===== config.mk =====
export PLATFORM = sky130hd
export DESIGN_NAME = control_unit
export DESIGN_NICKNAME = d
export VERILOG_FILES = /design/src/rtl/mini_src_ctrl_pkg.sv /design/src/rtl/ctrl_decode.sv /design/src/rtl/control_unit.sv
export SDC_FILE = /design/constraint.sdc
export NUM_CORES = 1
export LEC_CHECK = 0
export CAP_MARGIN = 20
export CORE_ASPECT_RATIO = 1.5
export CORE_UTILIZATION = 40
export CTS_CLUSTER_SIZE = 8
export DETAILED_ROUTE_END_ITERATION = 8
export PLACE_DENSITY = 0.79
export SETUP_SLACK_MARGIN = 0.02
export SLEW_MARGIN = 0
export SYNTH_ARGS = -nofsm -noshare
export SYNTH_HDL_FRONTEND = slang
export SYNTH_SLANG_ARGS = --single-unit
export TNS_END_PERCENT = 5

===== constraint.sdc =====
create_clock -name Clock -period 4.5 [get_ports Clock]
set_clock_uncertainty 0.15 [all_clocks]
set_input_delay 0.9 -clock Clock [delete_from_list [all_inputs] [get_ports Clock]]
set_output_delay 0.9 -clock Clock [all_outputs]
set_load 0.02 [all_outputs]

===== src/rtl/mini_src_ctrl_pkg.sv =====
// Shared definitions for the Mini-SRC control sequencer: opcodes, states, instruction
// classes, the control-word layout and the opcode-to-ALU mapping.
package mini_src_ctrl_pkg;

    localparam logic [4:0] ADD_OP = 5'b00100;

    localparam logic [4:0] OpLd   = 5'b00000;
    localparam logic [4:0] OpLdi  = 5'b00001;
    localparam logic [4:0] OpSt   = 5'b00010;
    localparam logic [4:0] OpAdd  = 5'b00011;
    localparam logic [4:0] OpAnd  = 5'b00101;
    localparam logic [4:0] OpOr   = 5'b00110;
    localparam logic [4:0] OpRol  = 5'b01011;
    localparam logic [4:0] OpAddi = 5'b01100;
    localparam logic [4:0] OpAndi = 5'b01101;
    localparam logic [4:0] OpOri  = 5'b01110;
    localparam logic [4:0] OpMul  = 5'b01111;
    localparam logic [4:0] OpDiv  = 5'b10000;
    localparam logic [4:0] OpNeg  = 5'b10001;
    localparam logic [4:0] OpNot  = 5'b10010;
    localparam logic [4:0] OpBr   = 5'b10011;
    localparam logic [4:0] OpJr   = 5'b10100;
    localparam logic [4:0] OpIn   = 5'b10110;
    localparam logic [4:0] OpOut  = 5'b10111;
    localparam logic [4:0] OpMfhi = 5'b11000;
    localparam logic [4:0] OpMflo = 5'b11001;
    localparam logic [4:0] OpHalt = 5'b11011;

    typedef enum logic [3:0] {
        StRst, StT0, StT1, StT2, StT3, StT4, StT5, StT6, StT7, StHalt
    } state_t;

    typedef enum logic [3:0] {
        ClsLd, ClsLdi, ClsSt, ClsAlu, ClsImm, ClsMulDiv, ClsUnary, ClsBr,
        ClsJr, ClsIn, ClsOut, ClsMfhi, ClsMflo, ClsNop, ClsHalt
    } class_t;

    typedef struct packed {
        logic       pc_in, ir_in, hi_in, lo_in, zhigh_in, zlow_in, mar_in, mdr_in;
        logic       out_port, y_in;
        logic       pc_out, hi_out, lo_out, zhigh_out, zlow_out, in_port, mdr_out, c_out;
        logic       gra, grb, grc, r_in, r_out, ba_out;
        logic       read, write, inc_pc, con_in, glr;
        logic [4:0] op;
        logic       run;
    } ctrl_t;

    function automatic class_t op_class(input logic [4:0] opc);
        class_t cls;
        if (opc == OpLd)                          cls = ClsLd;
        else if (opc == OpLdi)                    cls = ClsLdi;
        else if (opc == OpSt)                     cls = ClsSt;
        else if (opc >= OpAdd && opc <= OpRol)    cls = ClsAlu;
        else if (opc >= OpAddi && opc <= OpOri)   cls = ClsImm;
        else if (opc == OpMul || opc == OpDiv)    cls = ClsMulDiv;
        else if (opc == OpNeg || opc == OpNot)    cls = ClsUnary;
        else if (opc == OpBr)                     cls = ClsBr;
        else if (opc == OpJr)                     cls = ClsJr;
        else if (opc == OpIn)                     cls = ClsIn;
        else if (opc == OpOut)                    cls = ClsOut;
        else if (opc == OpMfhi)                   cls = ClsMfhi;
        else if (opc == OpMflo)                   cls = ClsMflo;
        else if (opc == OpHalt)                   cls = ClsHalt;
        else                                      cls = ClsNop;  // nop, jal, unused
        return cls;
    endfunction

    // ALU codes sit one above the register-form opcode; immediates reuse add/and/or.
    function automatic logic [4:0] alu_op(input logic [4:0] opc);
        logic [4:0] op;
        if (opc == OpAddi)      op = ADD_OP;
        else if (opc == OpAndi) op = OpAnd + 5'd1;
        else if (opc == OpOri)  op = OpOr + 5'd1;
        else                    op = opc + 5'd1;
        return op;
    endfunction

    function automatic state_t last_step(input class_t cls);
        state_t st;
        case (cls)
            ClsLd, ClsSt:                              st = StT7;
            ClsMulDiv, ClsBr:                          st = StT6;
            ClsLdi, ClsAlu, ClsImm:                    st = StT5;
            ClsUnary:                                  st = StT4;
            ClsJr, ClsIn, ClsOut, ClsMfhi, ClsMflo:    st = StT3;
            default:                                   st = StT2;
        endcase
        return st;
    endfunction

endpackage


===== src/rtl/ctrl_decode.sv =====
// Combinational decode of (state, opcode, branch condition) into the datapath control word.
module ctrl_decode
    import mini_src_ctrl_pkg::*;
(
    input  state_t     state,
    input  logic [4:0] opcode,
    input  logic       con_ff,
    output ctrl_t      ctrl
);

    class_t     cls;
    logic [4:0] alu;

    always_comb begin
        ctrl     = '0;
        cls      = op_class(opcode);
        alu      = alu_op(opcode);
        ctrl.run = !(state inside {StRst, StHalt});
        unique case (state)
            StT0: begin
                ctrl.pc_out = 1'b1; ctrl.mar_in = 1'b1; ctrl.read = 1'b1; ctrl.mdr_in = 1'b1;
            end
            StT1: ctrl.inc_pc = 1'b1;
            StT2: begin
                ctrl.mdr_out = 1'b1; ctrl.ir_in = 1'b1;
            end
            StT3: begin
                case (cls)
                    ClsLd, ClsLdi, ClsSt: begin
                        ctrl.grb = 1'b1; ctrl.ba_out = 1'b1; ctrl.y_in = 1'b1;
                    end
                    ClsAlu, ClsImm: begin
                        ctrl.grb = 1'b1; ctrl.r_out = 1'b1; ctrl.y_in = 1'b1;
                    end
                    ClsMulDiv: begin
                        ctrl.gra = 1'b1; ctrl.r_out = 1'b1; ctrl.y_in = 1'b1;
                    end
                    ClsUnary: begin
                        ctrl.grb = 1'b1; ctrl.r_out = 1'b1; ctrl.op = alu; ctrl.zlow_in = 1'b1;
                    end
                    ClsBr: begin
                        ctrl.gra = 1'b1; ctrl.r_out = 1'b1; ctrl.con_in = 1'b1;
                    end
                    ClsJr: begin
                        ctrl.gra = 1'b1; ctrl.r_out = 1'b1; ctrl.pc_in = 1'b1;
                    end
                    ClsIn: begin
                        ctrl.in_port = 1'b1; ctrl.gra = 1'b1; ctrl.r_in = 1'b1;
                    end
                    ClsOut: begin
                        ctrl.gra = 1'b1; ctrl.r_out = 1'b1; ctrl.out_port = 1'b1;
                    end
                    ClsMfhi: begin
                        ctrl.hi_out = 1'b1; ctrl.gra = 1'b1; ctrl.r_in = 1'b1;
                    end
                    ClsMflo: begin
                        ctrl.lo_out = 1'b1; ctrl.gra = 1'b1; ctrl.r_in = 1'b1;
                    end
                    default: ;
                endcase
            end
            StT4: begin
                case (cls)
                    ClsLd, ClsLdi, ClsSt: begin
                        ctrl.c_out = 1'b1; ctrl.op = ADD_OP;
                        ctrl.zhigh_in = 1'b1; ctrl.zlow_in = 1'b1;
                    end
                    ClsAlu: begin
                        ctrl.grc = 1'b1; ctrl.r_out = 1'b1; ctrl.op = alu; ctrl.zlow_in = 1'b1;
                    end
                    ClsImm: begin
                        ctrl.c_out = 1'b1; ctrl.op = alu; ctrl.zlow_in = 1'b1;
                    end
                    ClsMulDiv: begin
                        ctrl.grb = 1'b1; ctrl.r_out = 1'b1; ctrl.op = alu;
                        ctrl.zhigh_in = 1'b1; ctrl.zlow_in = 1'b1;
                    end
                    ClsUnary: begin
                        ctrl.zlow_out = 1'b1; ctrl.gra = 1'b1; ctrl.r_in = 1'b1;
                    end
                    ClsBr: begin
                        ctrl.pc_out = 1'b1; ctrl.y_in = 1'b1;
                    end
                    default: ;
                endcase
            end
            StT5: begin
                case (cls)
                    ClsLd, ClsSt: begin
                        ctrl.zlow_out = 1'b1; ctrl.mar_in = 1'b1;
                    end
                    ClsLdi, ClsAlu, ClsImm: begin
                        ctrl.zlow_out = 1'b1; ctrl.gra = 1'b1; ctrl.r_in = 1'b1;
                    end
                    ClsMulDiv: begin
                        ctrl.zlow_out = 1'b1; ctrl.lo_in = 1'b1;
                    end
                    ClsBr: begin
                        ctrl.c_out = 1'b1; ctrl.op = ADD_OP; ctrl.zlow_in = 1'b1;
                    end
                    default: ;
                endcase
            end
            StT6: begin
                case (cls)
                    ClsLd: begin
                        ctrl.read = 1'b1; ctrl.mdr_in = 1'b1;
                    end
                    ClsSt: begin
                        ctrl.gra = 1'b1; ctrl.r_out = 1'b1; ctrl.mdr_in = 1'b1;
                    end
                    ClsMulDiv: begin
                        ctrl.zhigh_out = 1'b1; ctrl.hi_in = 1'b1;
                    end
                    ClsBr: begin
                        ctrl.zlow_out = con_ff; ctrl.pc_in = con_ff;
                    end
                    default: ;
                endcase
            end
            StT7: begin
                case (cls)
                    ClsLd: begin
                        ctrl.mdr_out = 1'b1; ctrl.gra = 1'b1; ctrl.r_in = 1'b1;
                    end
                    ClsSt: ctrl.write = 1'b1;
                    default: ;
                endcase
            end
            default: ;
        endcase
    end

endmodule


===== src/rtl/control_unit.sv =====
// Hardwired Moore sequencer for Mini-SRC: fetch T0-T2, per-class execute T3-T7, halt.
// Holds the state register; the control word comes from ctrl_decode.
module control_unit
    import mini_src_ctrl_pkg::*;
(
    input  logic        Clock,
    input  logic        Clear,
    input  logic [31:0] IR,
    input  logic        CON_FF,
    output logic        PCin, IRin, HIin, LOin, ZHighin, ZLowin, MARin, MDRin, OutPort, Yin,
    output logic        PCout, HIout, LOout, ZHighout, ZLowout, InPort, MDRout, Cout,
    output logic        Gra, Grb, Grc, Rin, Rout, BAout,
    output logic        Read, Write, IncPC, CON_In, GLR,
    output logic [4:0]  OP,
    output logic        Run
);

    state_t     state_q;
    class_t     cls;
    state_t     last;
    ctrl_t      ctrl;
    logic       unused_ir;

    assign cls       = op_class(IR[31:27]);
    assign last      = last_step(cls);
    assign unused_ir = ^IR[26:0];

    always_ff @(posedge Clock) begin
        if (!Clear) begin
            state_q <= StRst;
        end else begin
            case (state_q)
                StRst:  state_q <= StT0;
                StT0:   state_q <= StT1;
                StT1:   state_q <= StT2;
                StT2: begin
                    if (cls == ClsHalt)      state_q <= StHalt;
                    else if (last == StT2)   state_q <= StT0;
                    else                     state_q <= StT3;
                end
                StT3:   state_q <= (last == StT3) ? StT0 : StT4;
                StT4:   state_q <= (last == StT4) ? StT0 : StT5;
                StT5:   state_q <= (last == StT5) ? StT0 : StT6;
                StT6:   state_q <= (last == StT6) ? StT0 : StT7;
                StT7:   state_q <= StT0;
                StHalt: state_q <= StHalt;
                default: state_q <= StRst;
            endcase
        end
    end

    ctrl_decode u_decode (
        .state  (state_q),
        .opcode (IR[31:27]),
        .con_ff (CON_FF),
        .ctrl   (ctrl)
    );

    assign PCin     = ctrl.pc_in;
    assign IRin     = ctrl.ir_in;
    assign HIin     = ctrl.hi_in;
    assign LOin     = ctrl.lo_in;
    assign ZHighin  = ctrl.zhigh_in;
    assign ZLowin   = ctrl.zlow_in;
    assign MARin    = ctrl.mar_in;
    assign MDRin    = ctrl.mdr_in;
    assign OutPort  = ctrl.out_port;
    assign Yin      = ctrl.y_in;
    assign PCout    = ctrl.pc_out;
    assign HIout    = ctrl.hi_out;
    assign LOout    = ctrl.lo_out;
    assign ZHighout = ctrl.zhigh_out;
    assign ZLowout  = ctrl.zlow_out;
    assign InPort   = ctrl.in_port;
    assign MDRout   = ctrl.mdr_out;
    assign Cout     = ctrl.c_out;
    assign Gra      = ctrl.gra;
    assign Grb      = ctrl.grb;
    assign Grc      = ctrl.grc;
    assign Rin      = ctrl.r_in;
    assign Rout     = ctrl.r_out;
    assign BAout    = ctrl.ba_out;
    assign Read     = ctrl.read;
    assign Write    = ctrl.write;
    assign IncPC    = ctrl.inc_pc;
    assign CON_In   = ctrl.con_in;
    assign GLR      = ctrl.glr;
    assign OP       = ctrl.op;
    assign Run      = ctrl.run;

endmodule


## Word level (Yosys, flattened, before mapping)

Memories as Yosys holds them, arrays and structs flattened.
Index checks and enable logic that the tools add are counted.

| cells by class | value |
|---|---|
| add/subtract/negate cells | 1 |
| order comparisons | 4 |
| equal/unequal tests | 43 |
| mux-type cells | 78 |
| reduce and logical (&&, ||, !) cells | 22 |

Operators by type and width:

| kind | count |
|---|---|
| two-way mux 4 bit | 15 |
| == test 5 bit, second input constant | 10 |
| == test 4 x 3 -> 1 bit, second input constant | 12 |
| case mux 4 bit (9 select lines) | 1 |
| two-way mux 1 bit | 34 |
| == test 4 bit, second input constant | 8 |
| == test 4 x 2 -> 1 bit, second input constant | 5 |
| == test 5 x 4 -> 1 bit, second input constant | 4 |
| two-way mux 5 bit | 4 |
| case mux 1 bit (2 select lines) | 9 |
| two-way mux 3 bit | 5 |
| case mux 5 bit (3 select lines) | 1 |
| OR reduction 7 bit | 2 |
| OR reduction 3 bit | 4 |
| OR reduction 6 bit | 2 |
| less-or-equal comparator 5 x 4 -> 1 bit, second input constant | 2 |
| case mux 5 bit (2 select lines) | 1 |
| case mux 1 bit (3 select lines) | 3 |
| == test 4 x 1 -> 1 bit, second input constant | 2 |
| zero test 4 bit | 2 |
| OR reduction 4 bit | 2 |
| two-way mux 2 bit | 3 |
| OR reduction 2 bit | 3 |
| adder 5 x 1 -> 5 bit, second input constant | 1 |
| 11 further kinds | 13 |

| storage, ports and cells | value |
|---|---|
| register bits | 4 |
| bits in read-only memories | 64 |
| input bits | 35 |
| word-level logic and storage cells | 150 |
| memories | 1 |

Memories:

| memory | depth | bits a word | rd ports | clocked after Yosys merged registers in | write ports | RTL line | source |
|---|---|---|---|---|---|---|---|
| (no name shown) | 16 | 4 | 1 | 0 | 0 | mini_src_ctrl_pkg.sv:80 | `case (cls)` |

## Depth between registers and ports, before layout

An unclocked memory read counts as a cell.

| logic depth | value |
|---|---|
| depth after elaboration | 20 |
| depth in mapped cells | 10 |
| gate-level depth less buffers | 8 |

## Modules after synthesis

Synthesis repeated with hierarchy kept, for this count alone.

| second synthesis, totals | value |
|---|---|
| cells, all modules | 217 |
| area total of the unflattened synthesis | 1490.2 µm² |

By module, submodules not included:

| module | times used | cells an instance | area an instance (µm²) |
|---|---|---|---|
| ctrl_decode | 1 | 169 | 1103.6 |
| control_unit | 1 | 48 | 386.6 |

## Least setup slack after synthesis

OpenSTA, ideal clock, no wires.

| path | value |
|---|---|
| kind | in2out |
| start | input IR[27] |
| end | output PCout |
| arrival time | 2.862 ns |
| data required time | 3.450 ns |
| slack | 0.588 ns |
| cell stages on the path | 8 |
| path buffers | 1 |
| path through | inv_1 -> ha_1 -> buf_2 -> or3b_4 -> a221o_1 -> nor2_2 -> nand2_1 -> a211oi_1 |

| on the way | value |
|---|---|
| cells in the longest elaborated chain, start to end | 18 |
| elaborated cells on any way between the ends | 39 |
| classes of those cells | 4 x order compare; 14 x eq/ne; 16 x mux; 5 x reduce/logical |

RTL lines:

| what | RTL line | source |
|---|---|---|
| start: declaration | control_unit.sv:8 | `input logic [31:0] IR,` |
| == test 5 bit | mini_src_ctrl_pkg.sv:63 | `else if (opc == OpHalt) cls = ClsHalt;` |
| two-way mux 2 bit | mini_src_ctrl_pkg.sv:63 |  |
| two-way mux 4 bit | mini_src_ctrl_pkg.sv:62 | `else if (opc == OpMflo) cls = ClsMflo;` |
| two-way mux 4 bit | mini_src_ctrl_pkg.sv:61 | `else if (opc == OpMfhi) cls = ClsMfhi;` |
| two-way mux 4 bit | mini_src_ctrl_pkg.sv:60 | `else if (opc == OpOut) cls = ClsOut;` |
| two-way mux 4 bit (7 in series) | -- |  |
| two-way mux 4 bit | mini_src_ctrl_pkg.sv:52 | `else if (opc == OpSt) cls = ClsSt;` |
| two-way mux 4 bit | mini_src_ctrl_pkg.sv:51 | `else if (opc == OpLdi) cls = ClsLdi;` |
| two-way mux 4 bit (*) | mini_src_ctrl_pkg.sv:50 | `if (opc == OpLd) cls = ClsLd;` |
| == test 4 x 3 -> 1 bit (*) | ctrl_decode.sv:63 | `case (cls)` |
| two-way mux 2 bit (*) | ctrl_decode.sv:63 |  |
| case mux 1 bit (2 select lines) (*) | ctrl_decode.sv:19 | `unique case (state)` |
| end: declaration | control_unit.sv:11 | `output logic PCout, HIout, LOout, ZHighout, ZLowout, InPort, MDRout, Cout,` |

Every way passes the cells marked *; elsewhere a longest branch is shown, timed or not.

## Final worst setup path

| path | value |
|---|---|
| start | input IR[27] |
| end | output HIin |

| on the way | value |
|---|---|
| cells in the longest elaborated chain, start to end | 18 |
| elaborated cells on any way between the ends | 39 |
| classes of those cells | 4 x order compare; 14 x eq/ne; 16 x mux; 5 x reduce/logical |

RTL lines:

| what | RTL line | source |
|---|---|---|
| == test 5 bit | mini_src_ctrl_pkg.sv:63 |  |
| two-way mux 2 bit | mini_src_ctrl_pkg.sv:63 |  |
| two-way mux 4 bit | mini_src_ctrl_pkg.sv:62 |  |
| two-way mux 4 bit | mini_src_ctrl_pkg.sv:61 |  |
| two-way mux 4 bit | mini_src_ctrl_pkg.sv:60 |  |
| two-way mux 4 bit (7 in series) | -- |  |
| two-way mux 4 bit | mini_src_ctrl_pkg.sv:52 |  |
| two-way mux 4 bit | mini_src_ctrl_pkg.sv:51 |  |
| two-way mux 4 bit (*) | mini_src_ctrl_pkg.sv:50 |  |
| == test 4 x 3 -> 1 bit (*) | ctrl_decode.sv:105 | `case (cls)` |
| two-way mux 1 bit (*) | ctrl_decode.sv:105 |  |
| two-way mux 1 bit (*) | ctrl_decode.sv:19 |  |
| end: declaration | control_unit.sv:10 | `output logic PCin, IRin, HIin, LOin, ZHighin, ZLowin, MARin, MDRin, OutPort, Yin,` |

Marks and branches as above.

==> metrics.cfg <==
[outcome]
outcome = finished with violations
violations = negative setup slack

[logic_synthesis]
yosysMostFrequentCell = nand2_1
synth_top_area_share_pct = 7.535
syn-num-nets = 258
yosysWarnings = 0
yosysTopAreaCell = nand2_1
yosysSeqAreaShare_pct = 5.953
avgSynthCellArea_sq_um = 6.142
synth-edff-count = 0
syn-cell-area_sq_mm = 0.001345
synth_common_cells = nand2_1, nor2_1, nand3_1
yosysUniqueCellTypes = 56
syn_inst = 219
async_reset_ff_share_pct = 0
yosys_register_bits = 4
netlist_top_cells_area = nand2_1, dfxtp_1, nand3_1, nor2_1, o21ai_0
synth-main-ff-cell = dfxtp_1

[power]
sw_frac_of_total_pct = 40.81
p_comb_share_pct = 61.8
p_clk_share_pct = 23.6
max-vdd-ir-drop_v = 0.0001544
leakage_uw = 0.001099
power_frac_seq_pct = 14.6
power_density_mw_per_mm2 = 142.7
p_switching_uw = 130.1
p_int_uw = 188.7
p_total_uw = 318.8

[global_routing]
antenna_found_initial = 0
grt_max_degree = 16
grt_pass1_wl_mm = 8.280
overflow = 0
track_usage_pct = 29.02
grt_pass1_vias = 2003

[timing]
fin_setup_tns_ps = -178.6
relSlewSlack_pct = 49.19
setup_viol = 2
min_period_over_period_pct = 103.5
slew_violations = 0
worst_slack_ps = -159.1
clock.fmax_mhz = 214.6
finalHoldViolCount = 0
worst-slew-pin-transition_ps = 756.3
period_needed_ps = 4659
rsz0062_at_grt = yes

[clocking]
cts_tree = done
path_clk_slew_ps = 30
clock_latency_ps = 220
h-tree-depth = 1
clockBufferDepth = 2
cts_hold_buf = 0
cts_root_buffer = clkbuf_8
cts_made_buffers = 3
cts.sinks = 4

[worst_setup_path]
worst_path_most_repeated_cell = clkdlybuf4s50_1
critPathCapture = HIin
crit_buf_inv = 4
max_stage_delay_ps = 620
path_cells = clkdlybuf4s50_1 > inv_1 > ha_2 > or2b_1 > a31oi_2 > a32o_2 > buf_4 > nand2_1 > nor2_1 > clkdlybuf4s50_1
reg2reg_to = state_q[0]
path_class = in -> out
required_ps = 3450
cp.arrival_ps = 3610
rrSetupSlack_ps = 2380
reg2reg_from = state_q[2]
crit_start = IR[27]
cp-start-kind = primary input
crit_path_end_kind = primary output
critPathTopFamily = buffers and inverters
cp_num_cells = 10
path_max_fanout = 7
slowest_stage = clkdlybuf4s50_1
rr_worst_depth = 6

[routing]
detail_route.wl_per_cell_microns = 15.46
dr.pass1.iters = 4
avgViaCountPerCell = 6.071
drc = 0
drtIter0Drc = 100
num_vias = 2064
ant_nets = 0
wirelength_mm = 5.256

[floorplanning]
die_area_sq_mm = 0.003603
core_sq_mm = 0.003191
die_x_microns = 49.35
start_util_pct = 42.16
boundaryPins = 70
rows = 25
die_h_microns = 73.02

[run]
maxCapViolations = 0

[final_layout]
layout-drive-gt1-share_pct = 30.67
regMostFlops = state_q
areaGrowthSynthToFinish_pct = 66.14
antenna_cells = 0
nets = 341
top_regs = state_q: 4 flops
largest_reg_flops = 4

[hold_path]
hold_path.class = reg -> reg

[placed_design]
dp_hpwl_mm = 4.109
gp_congestion = 0.9525
io_buffers = 41

[through the flow]
step	util, %	cells	cell area (sq um)	hold slack, ps	setup WS, ps
after global routing	70.04	340	2235	629.4	-258.2
final	70.04	340	2235	581.7	-159.1
after detailed placement	67.10	337	2141	558.9	-503.3
after floorplan	-	219	1345	537.6	588.1
after global placement	67.10	337	2141	532.9	-398.8
after CTS	69.06	340	2203	559.2	-204.5
[power groups by stage]
stage | logic (uW) | clock network [uW] | registers (uW)
after global placement | 185 | 0 | 46.0
after CTS | 193 | 76.5 | 45.8
after detailed placement | 189 | 0 | 46.2
final | 197 | 75.1 | 46.5
after global routing | 211 | 78.1 | 47.3
after floorplan | 108 | 0 | 40.4
[worst register-to-register path, delay by kind of cell, from the launching register on]
family          cells  cell delay [ps]
flops               1              550
compound gates      1              110
simple gates        4             1040
buf+inv             1              210
[cells in the final DEF (no fill, tap or decap), drive strengths merged, types with 4 or more instances in the layout]
cell and n:
dfxtp 4, nor2 20, nand3 15, nand2b 5, a31oi 10, o21ai 17, clkdlybuf4s50 13, buf 61
a21oi 8, xnor2 4, nor2b 6, ha 4, clkbuf 6, a32oi 4, nor3 9, dlymetal6s2s 5
inv 9, nand2 27, dlygate4sd2 13
[routing by layer]
| layer | wire length [microns] | up-vias | track usage, % |
|---|---|---|---|
| met5 | 0 | - | 0 |
| met4 | 221 | 0 | 23.53 |
| met1 | 1857 | 963 | 25.40 |
| met3 | 217 | 24 | 2.917 |
| li1 | - | 974 | - |
| met2 | 2960 | 103 | 57.99 |
[how the worst min path moves through the flow]
| stage | from | to | slack [ps] | cells past startpoint |
|---|---|---|---|---|
| 6_report | state_q[0] | state_q[3] | 580 | 2 |
| 5_1_grt | state_q[0] | state_q[3] | 630 | 2 |
| 4_1_cts | state_q[0] | state_q[3] | 560 | 2 |
| 3_5_place_dp | state_q[0] | state_q[3] | 560 | 2 |
| 3_3_place_gp | state_q[0] | state_q[3] | 530 | 2 |
| 2_1_floorplan | state_q[0] | state_q[2] | 540 | 4 |
[timing repair]
action / in CTS / in global routing
pin swaps: 1 / 1
buffers inserted: 0 / 0
gates resized for setup: 48 / 24
endpoints found under the setup margin: 29 / 27
cloned: 0 / 0
[area by class of cell]
type | count | area, sq um
Multi-Input combinational cell | 186 | 1224
Fill cell | 293 | 955.9
Timing Repair Buffer | 98 | 805.8
Sequential cell | 4 | 80.08
Tap cell | 40 | 50.05
Clock buffer | 3 | 41.29
Inverter | 9 | 33.78
[kinds of logic after synthesis]
kind of cell / Yosys count / synth area share, %
AOI/OAI and AO/OA: 70 / 35.91
xor gates and xnor gates: 4 / 2.604
adders and majority gates: 4 / 3.721
buffers and inverters: 29 / 9.395
DFF: 4 / 5.954
other: 1 / 0.2788
and+or+nand+nor: 107 / 42.14
(Power assumes the default switching activity.)
==> variant: new RTL, same flow settings <==
Register the output `MDRin`, without a reset; this adds one clock of latency there. The other outputs are not delayed to match.
--- a/src/rtl/control_unit.sv
+++ b/src/rtl/control_unit.sv
@@ -63,7 +63,9 @@
     assign ZHighin  = ctrl.zhigh_in;
     assign ZLowin   = ctrl.zlow_in;
     assign MARin    = ctrl.mar_in;
-    assign MDRin    = ctrl.mdr_in;
+    always_ff @(posedge Clock) begin
+        MDRin <= ctrl.mdr_in;
+    end
     assign OutPort  = ctrl.out_port;
     assign Yin      = ctrl.y_in;
     assign PCout    = ctrl.pc_out;
Check against the original RTL: not equivalent (a bounded check fails within 4 cycles, from zero or initial values).
==> variant against the unedited design <==
Sequential cell count increased by 1; sequential power rose by 22%; wire length fell by 1.4%; critical endpoint is now OP[1]; global-route usage is 0.41 points higher; worst hold slack lost 0.073 ns; highest routed layer unchanged; total power is 8.2% higher; synthesized area grew 4.3%; final area grew 0.84%; setup slack gained 0.16 ns; utilization fell by 3.4 points.
==> variant: results (changes against the unedited design) <==
The flow ran to the end, and the final reports show no timing, DRC or antenna violations. The maximum root-to-sink buffer count is 2 (unchanged). The global-route wire length before repair came out at 8590 µm (+3.7%). The number of I/O port buffers is 41 (unchanged). By count the netlist is led by 27 x sky130_fd_sc_hd__nand2_1, 18 x sky130_fd_sc_hd__nor2_1, 15 x sky130_fd_sc_hd__nand3_1, 13 x sky130_fd_sc_hd__o21ai_0.

The final estimated routing congestion in global placement was 0.917 (-3.7%). The leading register cell type out of synthesis is sky130_fd_sc_hd__dfxtp_1. The HPWL after detailed placement came out at 4110 µm (about the same). The largest net degree at the start of global routing is 16 (unchanged). The total iterations of the first detailed-routing run is 4 (unchanged). The proportion of synthesized chip area in sequential cells is 7.14% (+1.2 points).

The signal arrival time at the worst endpoint came out at 3.44 ns (-0.17 ns). The worst slack after detailed placement is -0.377 ns (+0.126 ns). By area the synthesized netlist is led by sky130_fd_sc_hd__nand2_1 7.2%, sky130_fd_sc_hd__dfxtp_1 7.1%, sky130_fd_sc_hd__nand3_1 5.4%, sky130_fd_sc_hd__nor2_1 4.8%, sky130_fd_sc_hd__o21ai_0 4.6%.

The count of synthesis-stage warnings from yosys came to 0 (unchanged). The total wire length after detailed routing is 5180 µm (-1.4%). The number of levels in the clock H-tree is 1 (unchanged). The maximum vdd ir drop was 0.000149 V (-3.3%).

The average via count per standard cell is 5.93 (-2.2%). The number of nets produced by synthesis is 264 (+2.3%). The overall routing resource usage is 29.4% (+0.41 points).

The clock root buffer is sky130_fd_sc_hd__clkbuf_8. The slack of the worst reg-to-reg path is 2.47 ns (+0.09 ns). The final hold slack was 0.509 ns (-0.0728 ns).

The number of distinct library cell variants in the gate-level netlist after synthesis came to 56 (unchanged). The largest registers in the layout are state_q x4, MDRin x1. The maximum fanout encountered on the critical timing path came out at 4 (-3). The post-synthesis instance area is 0.00140 mm² (+4.3%).

The clock buffer count from CTS is 3 (unchanged). The fraction of registers with async set/reset came out at 0% (unchanged). The initial DRC count is 79 (-21%). The share of final-layout standard cells stronger than drive strength 1 is 32.0% (+1.4 points). The number of nets in the layout came out at 349 (+2.3%). At the later pin of the worst-skew pair, clock insertion delay measures 0.23 ns. The via count of the first global-routing pass is 1961 (-2.1%). The fill cell instance count of the final layout is 324 (+11%). The post-route minimum period came out at 4.49 ns (-0.164 ns). The initial antenna violation count came to 0 (unchanged). The static power due to leakage came out at 1.07 nW (-2.5%). The min-delay analysis places its worst path in the category reg -> reg. The total inserted antenna cells is 0 (unchanged). The CTS clock-pin slew for the worst setup and hold paths came out at 0.04 ns.
[variant: cell count changes after synthesis]
cell	unedited run	this run
sky130_fd_sc_hd__dfxtp_1	4	5
sky130_fd_sc_hd__buf_4	2	7
[variant: cell families after synthesis]
| kind of cell | after synthesis | share of synthesized area, % |
|---|---|---|
| AO/OA/AOI/OAI | 70 | 34.4 |
| AND/OR/NAND/NOR | 107 | 40.4 |
| adder cells (fa/ha/maj) | 4 | 3.57 |
| buffers and inverters | 34 | 11.7 |
| flip-flops | 5 | 7.14 |
| other | 1 | 0.267 |
| XOR/XNOR | 4 | 2.50 |
[variant: where the power goes]
group | internal (mW) | switching [mW]
registers | 0.0482 | 0.00842
logic | 0.0988 | 0.103
clock network | 0.0611 | 0.0254
total | 0.208 | 0.137
[variant: area by class of cell]
class | count | share of cell area (%)
multi-input cells | 186 | 52.9
repair buffers | 105 | 36.8
flip-flops and latches | 5 | 4.44
well taps | 42 | 2.33
clock buffers | 4 | 2.00
inverters | 9 | 1.50
[variant: path summary, 6_finish.rpt]
path	start	to	cells past startpoint
worst max-delay path	IR[27]	OP[1]	11
worst min register to register	state_q[2]	MDRin	2
worst max register to register	state_q[2]	state_q[0]	6
worst min-delay path	state_q[2]	MDRin	2
[variant: critical path, cell delays in order]
cell                              delay, ns
sky130_fd_sc_hd__clkdlybuf4s50_1       0.42
sky130_fd_sc_hd__buf_4                 0.15
sky130_fd_sc_hd__ha_1                  0.21
sky130_fd_sc_hd__or3b_4                0.41
sky130_fd_sc_hd__a221o_1               0.38
sky130_fd_sc_hd__nor2_2                0.14
sky130_fd_sc_hd__nand3_1               0.11
sky130_fd_sc_hd__a21boi_2              0.21
sky130_fd_sc_hd__buf_4                 0.16
sky130_fd_sc_hd__a221oi_2              0.18
sky130_fd_sc_hd__buf_4                 0.18
[variant: repair_timing]
action / CTS / global route
endpoints found under the setup margin: 28 / 25
pin swaps: 2 / 1
gates resized for setup: 49 / 31
buffers inserted: 2 / 0
endpoints found under the hold margin: 0 / 0
[variant: stage by stage]
| step | std cells | TNS, ns | total power, mW | util (%) | instance area (µm²) |
|---|---|---|---|---|---|
| finish | 351 | 0 | 0.345 | 66.6 | 2250 |
| CTS | 351 | -0.199 | 0.339 | 66.6 | 2250 |
| detailed placement | 345 | -7.06 | 0.250 | 65.1 | 2200 |
| floorplan | 225 | 0 | 0.159 | - | 1400 |
| global route | 351 | -0.632 | 0.366 | 66.6 | 2250 |
| global placement | 345 | -6.11 | 0.245 | 65.1 | 2200 |
[variant: routing by layer]
layer | track usage (%) | share of wire, % | vias up
met1 | 29.3 | 35 | 969
met2 | 57.0 | 55 | 90
met5 | 0 | 0 | -
met4 | 19.4 | 5.7 | 0
met3 | 2.45 | 4.5 | 32
li1 | - | - | 992
